## src/rtl/uart_tx_arbiter.sv

```systemverilog
// Round-robin arbiter sharing one UART byte transmitter among N_REQ byte sources.
// Define UART_ARB_PRIO0_EN to give requester 0 strict priority at every arbitration point.
module uart_tx_arbiter #(
   parameter int N_REQ     = 4,
   parameter int GW        = 2,
   parameter int MAX_BURST = 16
) (
   input  logic               clk,
   input  logic               rst_n,
   input  logic [N_REQ-1:0]   req,
   input  logic [8*N_REQ-1:0] req_data,
   input  logic [N_REQ-1:0]   req_last,
   output logic [N_REQ-1:0]   ack,
   output logic [7:0]         tx_data,
   output logic               tx_start,
   input  logic               tx_busy,
   output logic               grant_valid,
   output logic [GW-1:0]      grant_id
);

   localparam int IW = GW + 1;

   typedef enum logic [1:0] {
      IDLE      = 2'd0,
      ISSUE     = 2'd1,
      WAIT_BUSY = 2'd2,
      WAIT_DONE = 2'd3
   } state_t;

   state_t           state_q, state_d;
   logic [GW-1:0]    ptr_q, ptr_d;
   logic [GW-1:0]    grant_id_q, grant_id_d;
   logic             grant_valid_q, grant_valid_d;
   logic             tx_start_q, tx_start_d;
   logic [7:0]       tx_data_q, tx_data_d;
   logic [N_REQ-1:0] ack_q, ack_d;
   logic             last_q, last_d;
   logic [7:0]       burst_cnt_q, burst_cnt_d;

   logic [GW-1:0]    win_id;
   logic [GW-1:0]    rel_ptr;
   logic [7:0]       gnt_byte;
   logic             gnt_req;
   logic             gnt_last;
   logic             cap_hit;

   // First asserted request strictly after p, wrapping modulo N_REQ.
   function automatic logic [GW-1:0] rr_pick(input logic [N_REQ-1:0] r,
                                             input logic [GW-1:0]    p);
      logic [GW-1:0] pick;
      logic          found;
      logic [IW-1:0] idx;
      pick  = p;
      found = 1'b0;
      for (int k = 1; k <= N_REQ; k++) begin
         idx = {1'b0, p} + IW'(k);
         if (idx >= IW'(N_REQ)) begin
            idx = idx - IW'(N_REQ);
         end
         if (!found && r[idx[GW-1:0]]) begin
            pick  = idx[GW-1:0];
            found = 1'b1;
         end
      end
      return pick;
   endfunction

   assign gnt_byte = req_data[{grant_id_q, 3'b000} +: 8];
   assign gnt_req  = req[grant_id_q];
   assign gnt_last = req_last[grant_id_q];
   assign cap_hit  = (burst_cnt_q == 8'(MAX_BURST));

`ifdef UART_ARB_PRIO0_EN
   // Requester 0 bypasses rotation and never moves the pointer.
   assign win_id  = req[0] ? '0 : rr_pick(req, ptr_q);
   assign rel_ptr = (grant_id_q == '0) ? ptr_q : grant_id_q;
`else
   assign win_id  = rr_pick(req, ptr_q);
   assign rel_ptr = grant_id_q;
`endif

   always_comb begin
      state_d       = state_q;
      ptr_d         = ptr_q;
      grant_id_d    = grant_id_q;
      grant_valid_d = grant_valid_q;
      tx_data_d     = tx_data_q;
      tx_start_d    = 1'b0;
      ack_d         = '0;
      last_d        = last_q;
      burst_cnt_d   = burst_cnt_q;
      case (state_q)
         IDLE: begin
            if (!tx_busy && (|req)) begin
               grant_id_d    = win_id;
               grant_valid_d = 1'b1;
               burst_cnt_d   = '0;
               state_d       = ISSUE;
            end
         end
         ISSUE: begin
            if (gnt_req) begin
               tx_data_d   = gnt_byte;
               tx_start_d  = 1'b1;
               ack_d       = N_REQ'(1) << grant_id_q;
               last_d      = gnt_last;
               burst_cnt_d = burst_cnt_q + 8'd1;
               state_d     = WAIT_BUSY;
            end else begin
               grant_valid_d = 1'b0;
               ptr_d         = rel_ptr;
               state_d       = IDLE;
            end
         end
         WAIT_BUSY: begin
            if (tx_busy) begin
               state_d = WAIT_DONE;
            end
         end
         WAIT_DONE: begin
            if (!tx_busy) begin
               if (last_q || cap_hit) begin
                  grant_valid_d = 1'b0;
                  ptr_d         = rel_ptr;
                  state_d       = IDLE;
               end else begin
                  state_d = ISSUE;
               end
            end
         end
         default: begin
            state_d = IDLE;
         end
      endcase
   end

   always_ff @(posedge clk or negedge rst_n) begin
      if (!rst_n) begin
         state_q       <= IDLE;
         ptr_q         <= GW'(N_REQ - 1);
         grant_id_q    <= '0;
         grant_valid_q <= 1'b0;
         tx_data_q     <= '0;
         tx_start_q    <= 1'b0;
         ack_q         <= '0;
         last_q        <= 1'b0;
         burst_cnt_q   <= '0;
      end else begin
         state_q       <= state_d;
         ptr_q         <= ptr_d;
         grant_id_q    <= grant_id_d;
         grant_valid_q <= grant_valid_d;
         tx_data_q     <= tx_data_d;
         tx_start_q    <= tx_start_d;
         ack_q         <= ack_d;
         last_q        <= last_d;
         burst_cnt_q   <= burst_cnt_d;
      end
   end

   assign ack         = ack_q;
   assign tx_data     = tx_data_q;
   assign tx_start    = tx_start_q;
   assign grant_valid = grant_valid_q;
   assign grant_id    = grant_id_q;

endmodule

```

## config.mk

```make
export PLATFORM = sky130hd
export DESIGN_NAME = uart_tx_arbiter
export DESIGN_NICKNAME = d
export VERILOG_FILES = /design/src/rtl/uart_tx_arbiter.sv
export SDC_FILE = /design/constraint.sdc
export NUM_CORES = 1
export LEC_CHECK = 0
export BUFFER_PORTS_ARGS = -buffer_cell sky130_fd_sc_hd__buf_2
export CORE_ASPECT_RATIO = 1.2
export CORE_MARGIN = 4
export CORE_UTILIZATION = 40
export DETAILED_ROUTE_END_ITERATION = 8
export PLACE_DENSITY_LB_ADDON = 0.12
export SKIP_CTS_REPAIR_TIMING = 1
export SYNTH_ARGS = -nofsm -noshare
export SYNTH_HDL_FRONTEND = slang
export SYNTH_SLANG_ARGS = --single-unit
```

## constraint.sdc

```tcl
create_clock -name clk -period 2.25 [get_ports clk]
set_input_delay 0.1125 -clock clk [delete_from_list [all_inputs] [get_ports clk]]
set_output_delay 0.1125 -clock clk [all_outputs]
set_load 0.01 [all_outputs]
```

==> results.txt, run 1 <==
----------------------------------------------------
[Floorplanning]
  Number of top-level design ports ... 59
  Number of core rows ... 24
  Y dimension of the die ... 76.96 microns
  Die outline area ... 5039 sq um
  Effective utilization at floorplan ... 0.4257
  Horizontal die dimension ... between 60 and 70 microns
  Area of the core ... between 3000 and 4000 sq um

[Clock network]
  Number of buffers added by the clock tree synthesis step ... 5
  CTS sink count ... 29
  Root Buffer Master ... clkbuf_8
  Clock latency on the worst-skew pair ... 270 ps
  CTS clock-pin slew for the worst setup and hold paths ... 60 ps
  Clock tree from TritonCTS ... done
  Htree depth ... 2
  Maximum clock path buffer count ... 2

[Routing]
  Vias/cell ... 5.453
  Mean routed wirelength per cell ... 15.25 microns
  Initial DRC count ... 83
  Total number of vias ... around 1300
  Post-detailed-routing wire length ... between 3 and 4 mm
  Post-DRT Antenna Nets ... 0
  DRC Markers ... 0
  First drt pass iteration count ... 4

[Timing]
  Smallest setup slack after layout ... 358.4 ps
  Slew margin rel. ... 0.5812
  Final count of pins violating max slew ... 0
  RSZ-0062 raised after global routing ... no
  Least-Margin Pin Slew ... 628.2 ps
  Setup Total Neg Slack ... 0 ps
  Final critical delay including setup and external delays ... ~1900 ps
  Tcrit/Tclk final ... 0.8407
  Total count of hold-check failures in the final report ... 0
  Largest clock skew in the final design ... 5.561 ps
  Endpoints failing setup ... 0
  Max Fclk ... between 500 and 600 MHz

[Power and ir drop]
  Static power due to leakage ... ~0.95 nW
  Areal power density over the cells ... 1182 nW/um^2
  Maximum ir drop on the vdd rail ... roughly 0.00049 V

[GRT]
  Largest net degree at the start of global routing ... 30
  GRT Resource Usage Total ... 0.1591
  Antenna violations before repair ... 0
  Overflow left after global routing ... 0
  Vias in the first global route ... 1392
  First-pass GRT wire length ... 6.203 mm

[Synth]
  Most used DFF post-synth ... dfrtp_1
  EDFF count, synth ... 0
  Flip-flop and latch count after synthesis ... 29
  Synthesis Warnings ... 0
  Area of the mapped netlist ... around 1600 sq um
  Distinct cell type count of the synthesized netlist ... 38
  Post-Synthesis Cells ... about 130
  Cells taking the most area after synthesis ... dfrtp_1 (43%), mux4_2 (14%), mux2_2 (7.8%)
  Portion of synthesized cell area occupied by the leading cell type ... 0.4262
  Sequential area share after synthesis ... 0.4594
  Avg Cell Area, Syn ... about 12 sq um
  Ys async rst share ... 1.000
  Post-Syn Nets ... 177
  Largest area contributor in the netlist ... dfrtp_1

[Critical path]
  Critical Path Source Type ... flop
  Cell at the slowest stage of the critical path ... dfrtp_1
  Signal arrival time at the worst endpoint ... 2090 ps
  Required time at the endpoint of the critical path ... 2450 ps
  Crit path max fanout ... 3
  Endpoint class of the critical path ... flop
  CP Cell Sequence ... inv_1 -> ha_1 -> nor4b_1 -> nand3_1 -> a311oi_4 -> mux2_2
  Type of the worst setup path ... reg2reg
  Crit path largest cell delay ... 400 ps

[Cells and area]
  ANT cells ... 0
  Layout cell share with drive strength beyond 1 ... 0.4922
  Relative area change from synthesis to final layout ... 27.86%
  Net count, final ... 237

[Placed design]
  Sum of net half-perimeters after detailed placement ... 2.861 mm
  GP Congestion ... 0.9588
  Port Buffer Count ... just under 60
  Dpl ws ... around 350 ps

[Worst hold path]
  Class of the most critical hold timing path ... in2reg

[Outcome]
  Status ... finished, final reports clean

[Flow run]
  Number of maximum-capacitance violations ... 0

----------------------------------------------------
path summary, 6_finish.rpt:
| path | startpoint | to | slack [ps] | cells after the start |
|---|---|---|---|---|
| hold / removal | tx_busy | flop | 120 | 3 |
| setup reg to reg | burst_cnt_q[1]$_DFFE_PN0P_ | ptr_q[1]$_DFFE_PN1P_ | 360 | 6 |
| max in group asynchronous | rst_n | burst_cnt_q[5]$_DFFE_PN0P_ | 1440 | 2 |
| min in group asynchronous | rst_n | ack[3]$_DFF_PN0_ | 390 | 2 |
| setup / recovery | burst_cnt_q[1]$_DFFE_PN0P_ | ptr_q[1]$_DFFE_PN1P_ | 360 | 6 |
| hold reg to reg | tx_data[2]$_DFFE_PN0P_ | tx_data[2]$_DFFE_PN0P_ | 500 | 1 |
registers in the layout, summed over array words and instances, names as in the netlist, named ones only:
name,cells
grant_id,2
ack,4
last_q,1
burst_cnt_q,8
tx_start,1
ptr_q,2
tx_data,8
grant_valid,1
state_q,1
layer usage:
metal,global-route usage,part of all wire
met5,0,0
met4,0.08921,0.022
met3,0.04678,0.077
met2,0.2543,0.51
met1,0.1880,0.39
cell usage in the layout (no fill, tap or decap), types with 5 or more instances in the layout:
cell,Yosys,final
clkbuf_8,0,7
nand3_1,7,7
dfrtp_1,27,27
inv_1,8,8
buf_2,2,58
a21oi_1,6,6
nor2_1,5,5
mux2_2,11,11
o21ai_0,5,5
mux4_2,10,10
stage by stage:
step	area (sq um)	hold WS, ps	utilization	power [mW]	instances
5_1_grt	2027	119.0	0.5444	2.578	245
4_1_cts	2017	-127.9	0.5417	2.432	244
2_1_floorplan	1585	-183.1	-	1.654	132
6_report	2027	115.7	0.5444	2.395	245
3_5_place_dp	1916	173.7	0.5144	1.961	236
3_3_place_gp	1916	170.4	0.5144	1.928	236
worst max-delay path: cells and delay by family (launching register included):
family	cells	cell delay (ps)
AOI/OAI and AO/OA	1	380
adders and majority gates	1	150
buffers and inverters	1	100
DFF	1	400
muxes	1	370
and+or+nand+nor	2	430
report_power, final:
group | switching [mW] | internal (mW)
Clock | 0.182 | 0.276
Combinational | 0.522 | 0.551
Sequential | 0.143 | 0.721
Total | 0.847 | 1.55
cells by family (layout without fill, tap and decap cells):
| logic type | after synthesis | in the layout | synth area share |
|---|---|---|---|
| buf+inv | 16 | 77 | 0.04420 |
| flops | 29 | 29 | 0.4594 |
| compound gates | 25 | 25 | 0.1145 |
| fa+ha+maj | 2 | 2 | 0.01578 |
| simple gates | 38 | 38 | 0.1397 |
| mux | 22 | 22 | 0.2265 |
cell usage after synthesis (2+ instances only):
cell type,n
mux2_2,11
or4_1,4
buf_1,2
clkbuf_1,3
a21oi_1,6
nand2_1,4
inv_1,8
and3_1,2
nor2_1,5
mux4_2,10
nor3b_1,2
nand3_1,7
ha_1,2
a31oi_1,2
buf_2,2
nand4_1,4
o21ai_0,5
dfstp_2,2
dfrtp_1,27
nor3_1,3
o31ai_1,4
final cells by class:
type | instances | area (sq um)
Sequential cell | 29 | 728.2
Multi-Input combinational cell | 87 | 787.0
Timing Repair Buffer | 61 | 315.3
Clock inverter | 1 | 5.005
Clock buffer | 7 | 96.34
Fill cell | 349 | 1697
Tap cell | 52 | 65.06
Inverter | 8 | 30.03
No activity file was read; power rests on OpenSTA's default activity.
==> run 2: changes to the inputs <==
Settings changed: ABC_AREA from default to 1.
Clock period 2.25 ns to 1.8 ns, I/O delays scaled along.
==> run 2 against run 1 <==
  * Flip-flop and latch count did not move
  * Global-route usage rose by 2.1 points
  * Wire length rose by 18%
  * Combinational power rose by 68%
  * Critical path type unchanged
  * Largest power group unchanged
  * Highest routed layer unchanged
==> results.txt, run 2 <==
----------------------------------------------------
[Flow run]
  Number of maximum-capacitance violations ... 0

[Floorplanning]
  Number of core rows ... 26
  Effective utilization at floorplan ... 0.4146
  Area of the core ... around 4300 sq um
  Horizontal die dimension ... 68.91 microns
  Die outline area ... 5587 sq um
  Number of top-level design ports ... 59
  Y dimension of the die ... approximately 80 microns

[Synth]
  Post-Synthesis Cells ... 255
  Post-Syn Nets ... 300
  Most used DFF post-synth ... dfrtp_1
  Avg Cell Area, Syn ... 6.982 sq um
  Most numerous cell types in the synthesized netlist ... nand2_1 (92), nand3_1 (43), dfrtp_1 (27), nor2_1 (19), inv_1 (18)
  Distinct cell type count of the synthesized netlist ... 21
  Sequential area share after synthesis ... 0.4090
  Most common cell in the synthesized netlist ... nand2_1
  Ys async rst share ... 1.000
  Area of the mapped netlist ... about 1800 sq um
  Portion of synthesized cell area occupied by the leading cell type ... 0.3795
  Cells taking the most area after synthesis ... dfrtp_1 (38%), nand2_1 (19%), nand3_1 (12%)
  Flip-flop and latch count after synthesis ... 29
  Largest area contributor in the netlist ... dfrtp_1
  EDFF count, synth ... 0
  Synthesis Warnings ... 0

[Critical path]
  Signal arrival time at the worst endpoint ... approximately 1800 ps
  CP Cell Sequence ... inv_2 -> nand2_1 -> nand2_1 -> nand2_1 -> nand2_1 -> inv_1 -> nand3_1 -> nand3_1 -> nand2_1 -> nand2_1 -> nand2_1
  Cell at the slowest stage of the critical path ... dfstp_2
  Crit path largest cell delay ... around 630 ps
  Dominant delay contributor by cell family on the critical path ... simple AND/OR/NAND/NOR gates
  Sum of buffers and inverters on the critical path ... 2
  Required time at the endpoint of the critical path ... 1970 ps
  Critical Path Source Type ... flop
  Worst path most repeated cell ... nand2_1
  Endpoint class of the critical path ... flop
  Type of the worst setup path ... reg2reg
  Crit path max fanout ... 10

[GRT]
  Overflow left after global routing ... 0
  Vias in the first global route ... between 1500 and 2000
  Largest net degree at the start of global routing ... 30
  GRT Resource Usage Total ... 0.1799
  First-pass GRT wire length ... 7.631 mm
  Antenna violations before repair ... 0

[Timing]
  Final critical delay including setup and external delays ... 1595 ps
  Final count of pins violating max slew ... 0
  Setup Total Neg Slack ... 0 ps
  RSZ-0062 raised after global routing ... no
  Total count of hold-check failures in the final report ... 0
  Worst Hold Slack ... 99.13 ps
  Tcrit/Tclk final ... 0.8863
  Slew margin rel. ... 0.5768
  Least-Margin Pin Slew ... 634.8 ps
  Largest clock skew in the final design ... 2.331 ps
  Max Fclk ... 626.8 MHz
  Endpoints failing setup ... 0

[Cells and area]
  Layout cell share with drive strength beyond 1 ... 0.2508
  Relative area change from synthesis to final layout ... 24.60%
  ANT cells ... 0
  Fill cells ... 461
  Net count, final ... 363
  Multi-input gate area ... 912.1 sq um
  Commonest cells after routing, fill and taps aside ... nand2_1 (92), buf_2 (58), nand3_1 (43)
  Most common cell after layout, fill and taps aside ... nand2_1
  Area taken by flip-flops and latches ... 728.2 sq um

[Clock network]
  Clock latency on the worst-skew pair ... 270 ps
  CTS sink count ... 29
  CTS clock-pin slew for the worst setup and hold paths ... 60 ps
  Maximum clock path buffer count ... 2
  Root Buffer Master ... clkbuf_8
  Clock tree from TritonCTS ... done
  Htree depth ... 2
  Number of buffers added by the clock tree synthesis step ... 5

[Routing]
  Mean routed wirelength per cell ... 11.71 microns
  Post-detailed-routing wire length ... 4.393 mm
  Initial DRC count ... 72
  Post-DRT Antenna Nets ... 0
  Total number of vias ... roughly 1800
  First drt pass iteration count ... 4
  DRC Markers ... 0
  Vias/cell ... around 5

[Placed design]
  GP Congestion ... about 0.8
  Sum of net half-perimeters after detailed placement ... ~3.5 mm
  Port Buffer Count ... 58

[Outcome]
  Status ... finished, final reports clean

[Power and ir drop]
  Maximum ir drop on the vdd rail ... 0.0006418 V
  Static power due to leakage ... 1.206 nW
  Areal power density over the cells ... 1520 nW/um^2
  Total Power Consumption ... 3.372 mW

[Worst hold path]
  Class of the most critical hold timing path ... in2reg

----------------------------------------------------
-- run 2: cell families after synthesis --
| logic type | synth area share |
|---|---|
| AO/OA/AOI/OAI | 0.04779 |
| XOR/XNOR | 0.01967 |
| adder cells (fa/ha/maj) | 0.01405 |
| buffers and inverters | 0.07870 |
| flip-flops | 0.4090 |
| AND/OR/NAND/NOR | 0.4308 |
-- run 2: area by class of cell --
type / count / share of cell area
Inverter: 20 / 0.03384
Sequential cell: 29 / 0.3283
Timing Repair Buffer: 66 / 0.1591
Multi-Input combinational cell: 196 / 0.4112
Tap cell: 56 / 0.03158
Clock buffer: 8 / 0.03610
-- run 2: final timing paths --
path	to	startpoint	depth (start not counted)	slack, ps
setup reg to reg	grant_id[1]$_DFFE_PN0P_	ptr_q[0]$_DFFE_PN1P_	11	200
max in group asynchronous	state_q[0]$_DFFE_PN0P_	rst_n	2	1010
setup / recovery	grant_id[1]$_DFFE_PN0P_	ptr_q[0]$_DFFE_PN1P_	11	200
hold reg to reg	tx_data[5]$_DFFE_PN0P_	tx_data[5]$_DFFE_PN0P_	2	470
min in group asynchronous	ack[3]$_DFF_PN0_	rst_n	2	370
hold / removal	flop	tx_busy	3	100
-- run 2: report_power, final --
group	total (mW)	switching (mW)	internal, mW
combinational	1.80	1.15	0.651
clock	0.494	0.220	0.274
sequential	1.08	0.190	0.887
total	3.37	1.56	1.81
-- run 2: metrics by stage --
stage | setup WS (ps) | util | cell area (sq um) | std cells
after floorplan | 342.2 | - | 1780 | 255
after global placement | 281.6 | 0.4956 | 2128 | 366
after detailed placement | 225.1 | 0.4956 | 2128 | 366
after CTS | 208.1 | 0.5143 | 2208 | 374
after global routing | 20.55 | 0.5166 | 2218 | 375
final | 204.6 | 0.5166 | 2218 | 375
-- run 2: routing by layer --
layer | global-route usage | share of wire | vias up
met3 | 0.04841 | 0.079 | 11
met1 | 0.2224 | 0.43 | 798
met4 | 0.07407 | 0.025 | 0
li1 | - | - | 956
met5 | 0 | 0 | -
met2 | 0.2920 | 0.47 | 68
-- run 2: worst min-delay path: stages --
cell	delay, ps
buf_2	90
o21ai_0	80
nand2_1	70
==> run 3: changes to the inputs <==
Settings changed: PLACE_DENSITY_LB_ADDON 0.12 to 0.2.
==> run 3 against run 2 <==
  * Hold slack got worse by 11 ps
  * Setup slack improved by 20 ps
  * Clock power grew 36%
  * Count of clock-buffer cells in the layout fell by 3
  * Critical endpoint unchanged
  * First-iteration DRC count increased by 17%
  * Flip-flop and latch count did not move
==> results.txt, run 3 (synthesis gave the netlist of run 2 again) <==
----------------------------------------------------
[Clock network]
  Clock latency on the worst-skew pair ... 280 ps
  Root Buffer Master ... clkbuf_8
  Htree depth ... 2
  CTS sink count ... 29
  CTS clock-pin slew for the worst setup and hold paths ... 70 ps
  Number of buffers added by the clock tree synthesis step ... 5
  Clock tree from TritonCTS ... done
  Maximum clock path buffer count ... 2

[Critical path]
  Reg-to-reg endpoint ... grant_id[1]$_DFFE_PN0P_
  Worst path most repeated cell ... nand2_1
  Reg2reg start ... ptr_q[1]$_DFFE_PN1P_
  Endpoint class of the critical path ... flop
  Critical Path Source Type ... flop
  Sum of buffers and inverters on the critical path ... 2
  Signal arrival time at the worst endpoint ... 1750 ps
  Required time at the endpoint of the critical path ... 1970 ps
  Reg2Reg Depth ... 11
  Last element of the critical path ... grant_id[1]$_DFFE_PN0P_
  Internal reg-to-reg setup slack ... 220 ps
  CP Cell Sequence ... inv_1 -> nand2_1 -> nand2_1 -> nand2_1 -> nand2_1 -> inv_1 -> nand3_1 -> nand3_1 -> nand2_1 -> nand2_1 -> nand2_1
  Dominant delay contributor by cell family on the critical path ... simple AND/OR/NAND/NOR gates
  Cell at the slowest stage of the critical path ... dfstp_2
  Number of stages on the worst setup path ... 11
  Critical Path Start ... ptr_q[1]$_DFFE_PN1P_
  Crit path max fanout ... 5
  Crit path largest cell delay ... 570 ps
  Type of the worst setup path ... reg2reg

[Power and ir drop]
  Maximum ir drop on the vdd rail ... 0.0007226 V
  Static power due to leakage ... ~1.2 nW
  Areal power density over the cells ... between 1500 and 2000 nW/um^2

[Timing]
  Total count of hold-check failures in the final report ... 0
  Setup Total Neg Slack ... 0 ps
  Least-Margin Pin Slew ... approximately 630 ps
  Final count of pins violating max slew ... 0
  Final critical delay including setup and external delays ... 1576 ps
  Slew margin rel. ... 0.5779
  Max Fclk ... 634.7 MHz
  RSZ-0062 raised after global routing ... no
  Largest clock skew in the final design ... 7.442 ps
  Endpoints failing setup ... 0
  Tcrit/Tclk final ... 0.8754
  Smallest setup slack after layout ... roughly 220 ps

[Routing]
  Mean routed wirelength per cell ... between 10 and 15 microns
  First drt pass iteration count ... 4
  Post-detailed-routing wire length ... 4.553 mm
  Vias/cell ... 4.960
  Post-DRT Antenna Nets ... 0
  Initial DRC count ... 84
  DRC Markers ... 0
  Total number of vias ... 1865

[Cells and area]
  Relative area change from synthesis to final layout ... 26.99%
  Net count, final ... 364
  Commonest cells after routing, fill and taps aside ... nand2_1 (92), buf_2 (58), nand3_1 (43)
  ANT cells ... 0
  Most common cell after layout, fill and taps aside ... nand2_1
  Layout cell share with drive strength beyond 1 ... 0.2625

[GRT]
  Vias in the first global route ... between 1500 and 2000
  GRT Resource Usage Total ... 0.1789
  First-pass GRT wire length ... 7.521 mm
  Antenna violations before repair ... 0
  Overflow left after global routing ... 0
  Largest net degree at the start of global routing ... 30

[Flow run]
  Number of maximum-capacitance violations ... 0

[Placed design]
  Sum of net half-perimeters after detailed placement ... 3.530 mm
  GP Congestion ... 0.7957
  Port Buffer Count ... between 50 and 60
  Dpl ws ... about 210 ps

[Floorplanning]
  Effective utilization at floorplan ... 0.4146
  Die outline area ... around 5600 sq um
  Area of the core ... 4294 sq um
  Number of top-level design ports ... 59
  Horizontal die dimension ... ~70 microns
  Y dimension of the die ... between 80 and 90 microns
  Number of core rows ... 26

[Outcome]
  Status ... finished, final reports clean

[Worst hold path]
  Class of the most critical hold timing path ... in2reg

----------------------------------------------------
run 3: cell types whose count changed in the layout (fill, tap and decap cells not counted):
cell / previous run / this run
clkbuf_1: 3 / 0
buf_4: 7 / 8
bufinv_16: 0 / 1
clkinv_4: 0 / 1
clkinvlp_4: 0 / 1
run 3: power by group:
part           switching [mW]  total (mW)  internal, mW
clock network           0.260       0.673         0.414
registers               0.189        1.08         0.886
logic                    1.18        1.84         0.661
total                    1.63        3.59          1.96
run 3: metal layers:
layer / global-route usage / wire [microns]
met1: 0.2220 / 1947
met2: 0.3015 / 2257
met5: 0 / 0
met4: 0.04678 / 29
met3: 0.04979 / 318
run 3: worst reg2reg max path, stage by stage (launching register included):
cell and delay, ps:
dfstp_2 570, inv_1 100, nand2_1 80, nand2_1 70, nand2_1 80, nand2_1 70, inv_1 110, nand3_1 120
nand3_1 110, nand2_1 50, nand2_1 50, nand2_1 50
run 3: worst min path at each step:
| stage | from | to | slack [ps] | cells after the start |
|---|---|---|---|---|
| 2_1_floorplan | rst_n | async pin | -210 | 0 |
| 4_1_cts | rst_n | burst_cnt_q[4]$_DFFE_PN0P_ | -160 | 1 |
| 5_1_grt | tx_busy | flop | 110 | 3 |
| 6_report | tx_busy | flop | 90 | 3 |
| 3_3_place_gp | rst_n | ack[3]$_DFF_PN0_ | 160 | 1 |
| 3_5_place_dp | rst_n | ack[2]$_DFF_PN0_ | 150 | 1 |
run 3: area by class of cell:
class                      count  area (sq um)
tap                           56         70.07
clock inverter                 3         46.29
clock buffer                   5         68.82
fill                         446          2033
multi-input combinational    196         912.1
inverter                      20         75.07
timing repair buffer          67         360.3
sequential                    29         728.2
run 3: through the flow:
step,hold slack [ps],std cells,instance area [sq um],utilization,total power [mW]
5_1_grt,105.7,376,2261,0.5265,3.943
2_1_floorplan,-205.6,255,1780,-,2.380
4_1_cts,-157.0,373,2236,0.5207,3.591
3_5_place_dp,154.6,365,2121,0.4939,2.902
6_report,88.15,376,2261,0.5265,3.592
3_3_place_gp,156.6,365,2121,0.4939,2.884
